===== config.mk =====
export PLATFORM = sky130hd
export DESIGN_NAME = renamed_regfile
export DESIGN_NICKNAME = d
export VERILOG_FILES = /design/src/rtl/regfile_pkg.sv /design/src/rtl/regfile_operand_read.sv /design/src/rtl/renamed_regfile.sv
export SDC_FILE = /design/constraint.sdc
export NUM_CORES = 2
export LEC_CHECK = 0
export ABC_AREA = 1
export ABC_CLOCK_PERIOD_IN_PS = 2630
export BUFFER_PORTS_ARGS = -buffer_cell sky130_fd_sc_hd__buf_2
export CORE_AREA = 2 2 421 465
export CTS_BUF_LIST = sky130_fd_sc_hd__clkbuf_8
export DETAILED_ROUTE_END_ITERATION = 12
export DIE_AREA = 0 0 423 467
export PLACE_DENSITY = 0.48
export REMOVE_ABC_BUFFERS = 1
export SLEW_MARGIN = 15
export SYNTH_ARGS = -nofsm -noshare
export SYNTH_HDL_FRONTEND = slang
export SYNTH_SLANG_ARGS = --single-unit
export TNS_END_PERCENT = 30

===== constraint.sdc =====
create_clock -name clk -period 2.63 [get_ports clk]
set_clock_uncertainty 0.15 [all_clocks]
set_input_delay 0.1315 -clock clk [delete_from_list [all_inputs] [get_ports clk]]
set_output_delay 0.1315 -clock clk [all_outputs]
set_load 0.02 [all_outputs]

===== src/rtl/regfile_pkg.sv =====
// regfile_pkg: shared types and constants for the renamed register file
package regfile_pkg;
  localparam int DEF_XLEN  = 32;
  localparam int DEF_NREG  = 32;
  localparam int DEF_TAG_W = 4;
  localparam int ZERO_REG  = 0;
  typedef logic [$clog2(DEF_NREG)-1:0] reg_idx_t;
  typedef logic [DEF_TAG_W-1:0] rob_tag_t;
  typedef struct packed {
    logic                busy;
    rob_tag_t            tag;
    logic [DEF_XLEN-1:0] data;
  } operand_t;
endpackage


===== src/rtl/regfile_operand_read.sv =====
// regfile_operand_read: lookup of one source operand against the table entry and the commit bypass
module regfile_operand_read
  import regfile_pkg::*;
#(
  parameter int XLEN    = DEF_XLEN,
  parameter int NREG    = DEF_NREG,
  parameter int TAG_W   = DEF_TAG_W,
  parameter int NCOMMIT = 1,
  localparam int IW     = $clog2(NREG)
) (
  input  logic                     i_en,
  input  logic [IW-1:0]            i_idx,
  input  logic                     i_busy,
  input  logic [TAG_W-1:0]         i_tag,
  input  logic [XLEN-1:0]          i_val,
  input  logic [NCOMMIT-1:0]       i_cm_valid,
  input  logic [NCOMMIT*IW-1:0]    i_cm_rd,
  input  logic [NCOMMIT*TAG_W-1:0] i_cm_tag,
  input  logic [NCOMMIT*XLEN-1:0]  i_cm_value,
  output logic                     o_busy,
  output logic [TAG_W-1:0]         o_tag,
  output logic [XLEN-1:0]          o_data
);
  logic            w_hit;
  logic            w_zero;
  logic [XLEN-1:0] w_hit_val;
  always_comb begin
    w_hit     = 1'b0;
    w_hit_val = '0;
    for (int p = 0; p < NCOMMIT; p++)
      if (i_cm_valid[p] && i_cm_rd[p*IW +: IW] == i_idx && i_cm_tag[p*TAG_W +: TAG_W] == i_tag) begin
        w_hit     = 1'b1;
        w_hit_val = i_cm_value[p*XLEN +: XLEN];
      end
    w_zero = !i_en || int'(i_idx) == ZERO_REG;
    o_busy = !w_zero && i_busy && !w_hit;
    o_tag  = o_busy ? i_tag : '0;
    o_data = w_zero ? '0 : !i_busy ? i_val : w_hit ? w_hit_val : '0;
  end
endmodule


===== src/rtl/renamed_regfile.sv =====
// renamed_regfile: register file with rename/busy table and NCOMMIT in-order commit ports
// REGFILE_DBG_EN adds a registered debug read port (dbg_addr/dbg_data/dbg_busy)
module renamed_regfile
  import regfile_pkg::*;
#(
  parameter int XLEN    = DEF_XLEN,
  parameter int NREG    = DEF_NREG,
  parameter int TAG_W   = DEF_TAG_W,
  parameter int NCOMMIT = 1,
  localparam int IW     = $clog2(NREG)
) (
  input  logic                     clk,
  input  logic                     rst_n,
  input  logic                     rdy,
  input  logic                     flush,
  input  logic                     ren_valid,
  input  logic                     ren_src1_en,
  input  logic                     ren_src2_en,
  input  logic [IW-1:0]            ren_src1,
  input  logic [IW-1:0]            ren_src2,
  input  logic                     ren_rd_en,
  input  logic [IW-1:0]            ren_rd,
  input  logic [TAG_W-1:0]         ren_tag,
  output logic                     rsp_valid,
  output logic [TAG_W-1:0]         rsp_tag,
  output logic                     rsp_op1_busy,
  output logic [TAG_W-1:0]         rsp_op1_tag,
  output logic [XLEN-1:0]          rsp_op1_data,
  output logic                     rsp_op2_busy,
  output logic [TAG_W-1:0]         rsp_op2_tag,
  output logic [XLEN-1:0]          rsp_op2_data,
  input  logic [NCOMMIT-1:0]       cm_valid,
  input  logic [NCOMMIT*IW-1:0]    cm_rd,
  input  logic [NCOMMIT*TAG_W-1:0] cm_tag,
  input  logic [NCOMMIT*XLEN-1:0]  cm_value
`ifdef REGFILE_DBG_EN
  ,
  input  logic [IW-1:0]            dbg_addr,
  output logic [XLEN-1:0]          dbg_data,
  output logic                     dbg_busy
`endif
);
  logic [XLEN-1:0]  r_val [NREG];
  logic [TAG_W-1:0] r_tag [NREG];
  logic [NREG-1:0]  r_busy;
  logic [XLEN-1:0]  w_val_n [NREG];
  logic [TAG_W-1:0] w_tag_n [NREG];
  logic [NREG-1:0]  w_busy_n;
  logic             w_acc;
  logic             w_b1, w_b2;
  logic [TAG_W-1:0] w_t1, w_t2;
  logic [XLEN-1:0]  w_d1, w_d2;
  assign w_acc = ren_valid && !flush;
  // commits first, then flush, then rename, so rename owns busy/tag on a collision
  always_comb begin
    w_val_n  = r_val;
    w_tag_n  = r_tag;
    w_busy_n = r_busy;
    for (int p = 0; p < NCOMMIT; p++)
      if (cm_valid[p] && int'(cm_rd[p*IW +: IW]) != ZERO_REG) begin
        w_val_n[cm_rd[p*IW +: IW]] = cm_value[p*XLEN +: XLEN];
        if (r_tag[cm_rd[p*IW +: IW]] == cm_tag[p*TAG_W +: TAG_W]) w_busy_n[cm_rd[p*IW +: IW]] = 1'b0;
      end
    if (flush) w_busy_n = '0;
    if (w_acc && ren_rd_en && int'(ren_rd) != ZERO_REG) begin
      w_busy_n[ren_rd] = 1'b1;
      w_tag_n[ren_rd]  = ren_tag;
    end
  end
  regfile_operand_read #(.XLEN(XLEN), .NREG(NREG), .TAG_W(TAG_W), .NCOMMIT(NCOMMIT)) u_op1 (
    .i_en(ren_src1_en), .i_idx(ren_src1), .i_busy(r_busy[ren_src1]), .i_tag(r_tag[ren_src1]),
    .i_val(r_val[ren_src1]), .i_cm_valid(cm_valid), .i_cm_rd(cm_rd), .i_cm_tag(cm_tag),
    .i_cm_value(cm_value), .o_busy(w_b1), .o_tag(w_t1), .o_data(w_d1)
  );
  regfile_operand_read #(.XLEN(XLEN), .NREG(NREG), .TAG_W(TAG_W), .NCOMMIT(NCOMMIT)) u_op2 (
    .i_en(ren_src2_en), .i_idx(ren_src2), .i_busy(r_busy[ren_src2]), .i_tag(r_tag[ren_src2]),
    .i_val(r_val[ren_src2]), .i_cm_valid(cm_valid), .i_cm_rd(cm_rd), .i_cm_tag(cm_tag),
    .i_cm_value(cm_value), .o_busy(w_b2), .o_tag(w_t2), .o_data(w_d2)
  );
  always_ff @(posedge clk)
    if (!rst_n) begin
      r_val        <= '{default: '0};
      r_tag        <= '{default: '0};
      r_busy       <= '0;
      rsp_valid    <= 1'b0;
      rsp_tag      <= '0;
      rsp_op1_busy <= 1'b0;
      rsp_op1_tag  <= '0;
      rsp_op1_data <= '0;
      rsp_op2_busy <= 1'b0;
      rsp_op2_tag  <= '0;
      rsp_op2_data <= '0;
    end else if (rdy) begin
      r_val        <= w_val_n;
      r_tag        <= w_tag_n;
      r_busy       <= w_busy_n;
      rsp_valid    <= w_acc;
      rsp_tag      <= ren_tag;
      rsp_op1_busy <= w_b1;
      rsp_op1_tag  <= w_t1;
      rsp_op1_data <= w_d1;
      rsp_op2_busy <= w_b2;
      rsp_op2_tag  <= w_t2;
      rsp_op2_data <= w_d2;
    end
`ifdef REGFILE_DBG_EN
  always_ff @(posedge clk)
    if (!rst_n) begin
      dbg_data <= '0;
      dbg_busy <= 1'b0;
    end else if (rdy) begin
      dbg_data <= w_val_n[dbg_addr];
      dbg_busy <= w_busy_n[dbg_addr];
    end
`endif
endmodule

==> out/metrics.yaml <==
sta:
  setup_tns_ns: 0
  report.final.slew_viol_count: 0
  hold_viol_final: 0
  rsz0062_at_grt: "no"
  maxSlewHeadroom: 0.3199
  setup_ws_ns: 0.01731
  fin_crit_ns: 2.613
  clock.fmax_mhz: 382.7
  finalSetupViolations: 0
  tightest_slew_ns: 1.016
  period_share: 0.9934
worst_hold_path:
  hp-class: "input port to register"
synthesis:
  syn_inst: 10380
  ys_seq_area_frac: 0.3771
  synth_area_leaders: "dfxtp_1 38%, a21oi_1 14%, o21ai_0 14%"
  yosysWarnings: 0
  syn_avg_cell_area_um2: 6.459
  ys_seq_elements: 1263
  synth_top_area_frac: 0.3771
  synthDistinctLibCells: 35
  synth_area_leader_cell: "dfxtp_1"
  synth_area_mm2: 0.06705
grt:
  first_global_vias: 70210
  antenna_found_initial: 17
  grt_max_degree: 157
  grt_pass1_wl_um: 500300
  grt_overflow: 0
  grt_usage: 0.3408
worst_setup_path:
  rr_endpoint: "rsp_op1_data[22]"
  critPathLaunchType: "register"
  cp.required_ns: 3.40
  worstReg2RegStart: "r_tag[116]"
  critPathMaxFanout: 22
  worstSetupPathType: "register to register"
  end_kind: "register"
  r2r_cells: 13
  worstSetupStartpoint: "r_tag[116]"
  r2r_slack_ns: 0.02
  cp.arrival_ns: 3.38
  critPathCapture: "rsp_op1_data[22]"
finish:
  syn_to_final_growth_pct: 19.39
  final_common_cell: "a21oi_1"
  drive_above_1_share: 0.1085
  layout_common_cells: "1886 x a21oi_1, 1861 x o21ai_0, 1832 x nand2_1"
  fillCellCount: 20410
  finish.utilization: 0.4160
  nets: 10600
placed_design:
  dpl.hpwl_um: 219000
  place_ws_ns: -0.2710
  routabilityCongestion: 0.9816
  io_buffers: 147
clock_network:
  htree_levels: 4
  clock-root-buffer: "clkbuf_8"
  clock_path_buffers: 3
  numCtsBuffers: 225
  cts_tree: "built"
  clock-sinks: 1263
  clock_latency_ns: 1.05
  clkTransAtPathRegs_ns: 0.06
route:
  vias_per_cell: 5.831
  routedWlPerCell_um: 26.55
  dr.first_iter.drc_count: 10200
  vias: 77480
  drc_errors: 0
  drt_pre_antenna_iters: 9
  routed_wl_um: 352800
  ant_nets: 0
pwr:
  power_density_mw_per_mm2: 572.1
  ir_drop_mv: 0.4261
  power.leakage_nw: 30.81
status:
  status: "complete, no violations"
floorplanning:
  dieArea_mm2: 0.1975
  die_x_um: 423
  boundaryPins: 148
  core_area_mm2: 0.1924
  initial_core_util: 0.3484
  rows: 169
  die_h_um: 467
flow_run:
  drv_cap: 0
layout make-up:
class | instances | area [µm²] | share of cell area
multi-input combinational | 7464 | 35060 | 0.4379
sequential | 1263 | 25280 | 0.3158
timing repair buffer | 883 | 9111 | 0.1138
clock buffer | 292 | 4019 | 0.05020
tap | 2565 | 3209 | 0.04009
inverter | 689 | 2664 | 0.03328
clock inverter | 123 | 688.2 | 0.008596
antenna | 8 | 20.02 | 0.0002501
cell families (layout without fill, tap and decap cells):
| family | after synthesis | count (layout) | synth area share |
|---|---|---|---|
| flops | 1263 | 1263 | 0.3771 |
| buf+inv | 1654 | 1987 | 0.1019 |
| compound gates | 4077 | 4077 | 0.3142 |
| xor+xnor | 1 | 1 | 0.0001307 |
| simple gates | 3386 | 3386 | 0.2066 |
| other cells | 0 | 8 | 0 |
flip-flops by register name, summed over array words and instances, names as in the netlist:
signal        count
r_val          1024
r_tag           128
r_busy           32
rsp_op1_data     32
rsp_op2_data     32
rsp_op1_tag       4
rsp_op2_tag       4
rsp_tag           4
rsp_op1_busy      1
rsp_op2_busy      1
rsp_valid         1
worst min path at each step:
stage	start	endpoint	slack [ns]	cells past startpoint
floorplan	rdy	rsp_tag[0]	0.07	1
global placement	ren_valid	rsp_valid	0.26	3
detailed placement	r_val[1021]	r_val[1021]	0.27	2
CTS	rdy	rsp_tag[0]	0.001	4
global route	ren_tag[1]	r_tag[1]	0.08	5
finish	ren_tag[1]	r_tag[101]	0.08	5
routing by layer:
metal	wire length [µm]	vias to the layer above	share of wire	track usage
met5	14	-	0.000040	0
met4	21430	2	0.061	0.1863
met3	32680	994	0.093	0.05789
met2	154100	4384	0.44	0.5333
met1	144600	36720	0.41	0.4460
li1	-	35380	-	-
per-stage QoR:
step | hold WS [ns] | power, mW | area, µm² | cells
2_1_floorplan | 0.07086 | 22.51 | 62810 | 9416
3_3_place_gp | 0.2611 | 26.26 | 73710 | 12710
6_report | 0.08082 | 45.80 | 80050 | 13290
4_1_cts | 0.001147 | 45.84 | 79950 | 13280
5_1_grt | 0.08021 | 47.24 | 80040 | 13280
3_5_place_dp | 0.2670 | 26.25 | 73710 | 12710
synthesized netlist by cell type, drive strengths merged:
cell type and number:
nor3 8, o22ai 12, o2111ai 2, nor2 777
nand3 649, nand4 98, clkbuf 536, o211ai 130
or2 1, buf 429, a31oi 18, o21ai 1912
a211oi 5, nand2 1853, inv 668, a22oi 109
dfxtp 1263, xor2 1, o21a 2, a21oi 1886
o221ai 1, clkinv 21
power by group:
group          total (mW)  internal, mW  switching, mW
clock network        19.6          10.2           9.32
registers            19.4          19.3          0.135
logic                6.79          2.07           4.72
total                45.8          31.6           14.2
worst max-delay path, cell delays in order, from the launching register on:
cell,delay (ns)
dfxtp_1,0.39
inv_1,0.10
o21ai_0,0.39
nand2_1,0.09
nand3_1,0.09
nand3_1,0.15
nand3_1,0.15
nand2_1,0.08
nor2_1,0.11
nand3_2,0.12
nand2_2,0.14
buf_12,0.26
nand3_1,0.13
a21oi_1,0.15
repair_timing:
item / in CTS / in global routing
endpoints found under the setup margin: 0 / 133
hold endpoints to repair: 1263 / 0
setup buffers: 0 / 1
hold buffers: 153 / 0
gates resized for setup: 0 / 13
No activity file was read; power rests on OpenSTA's default activity.
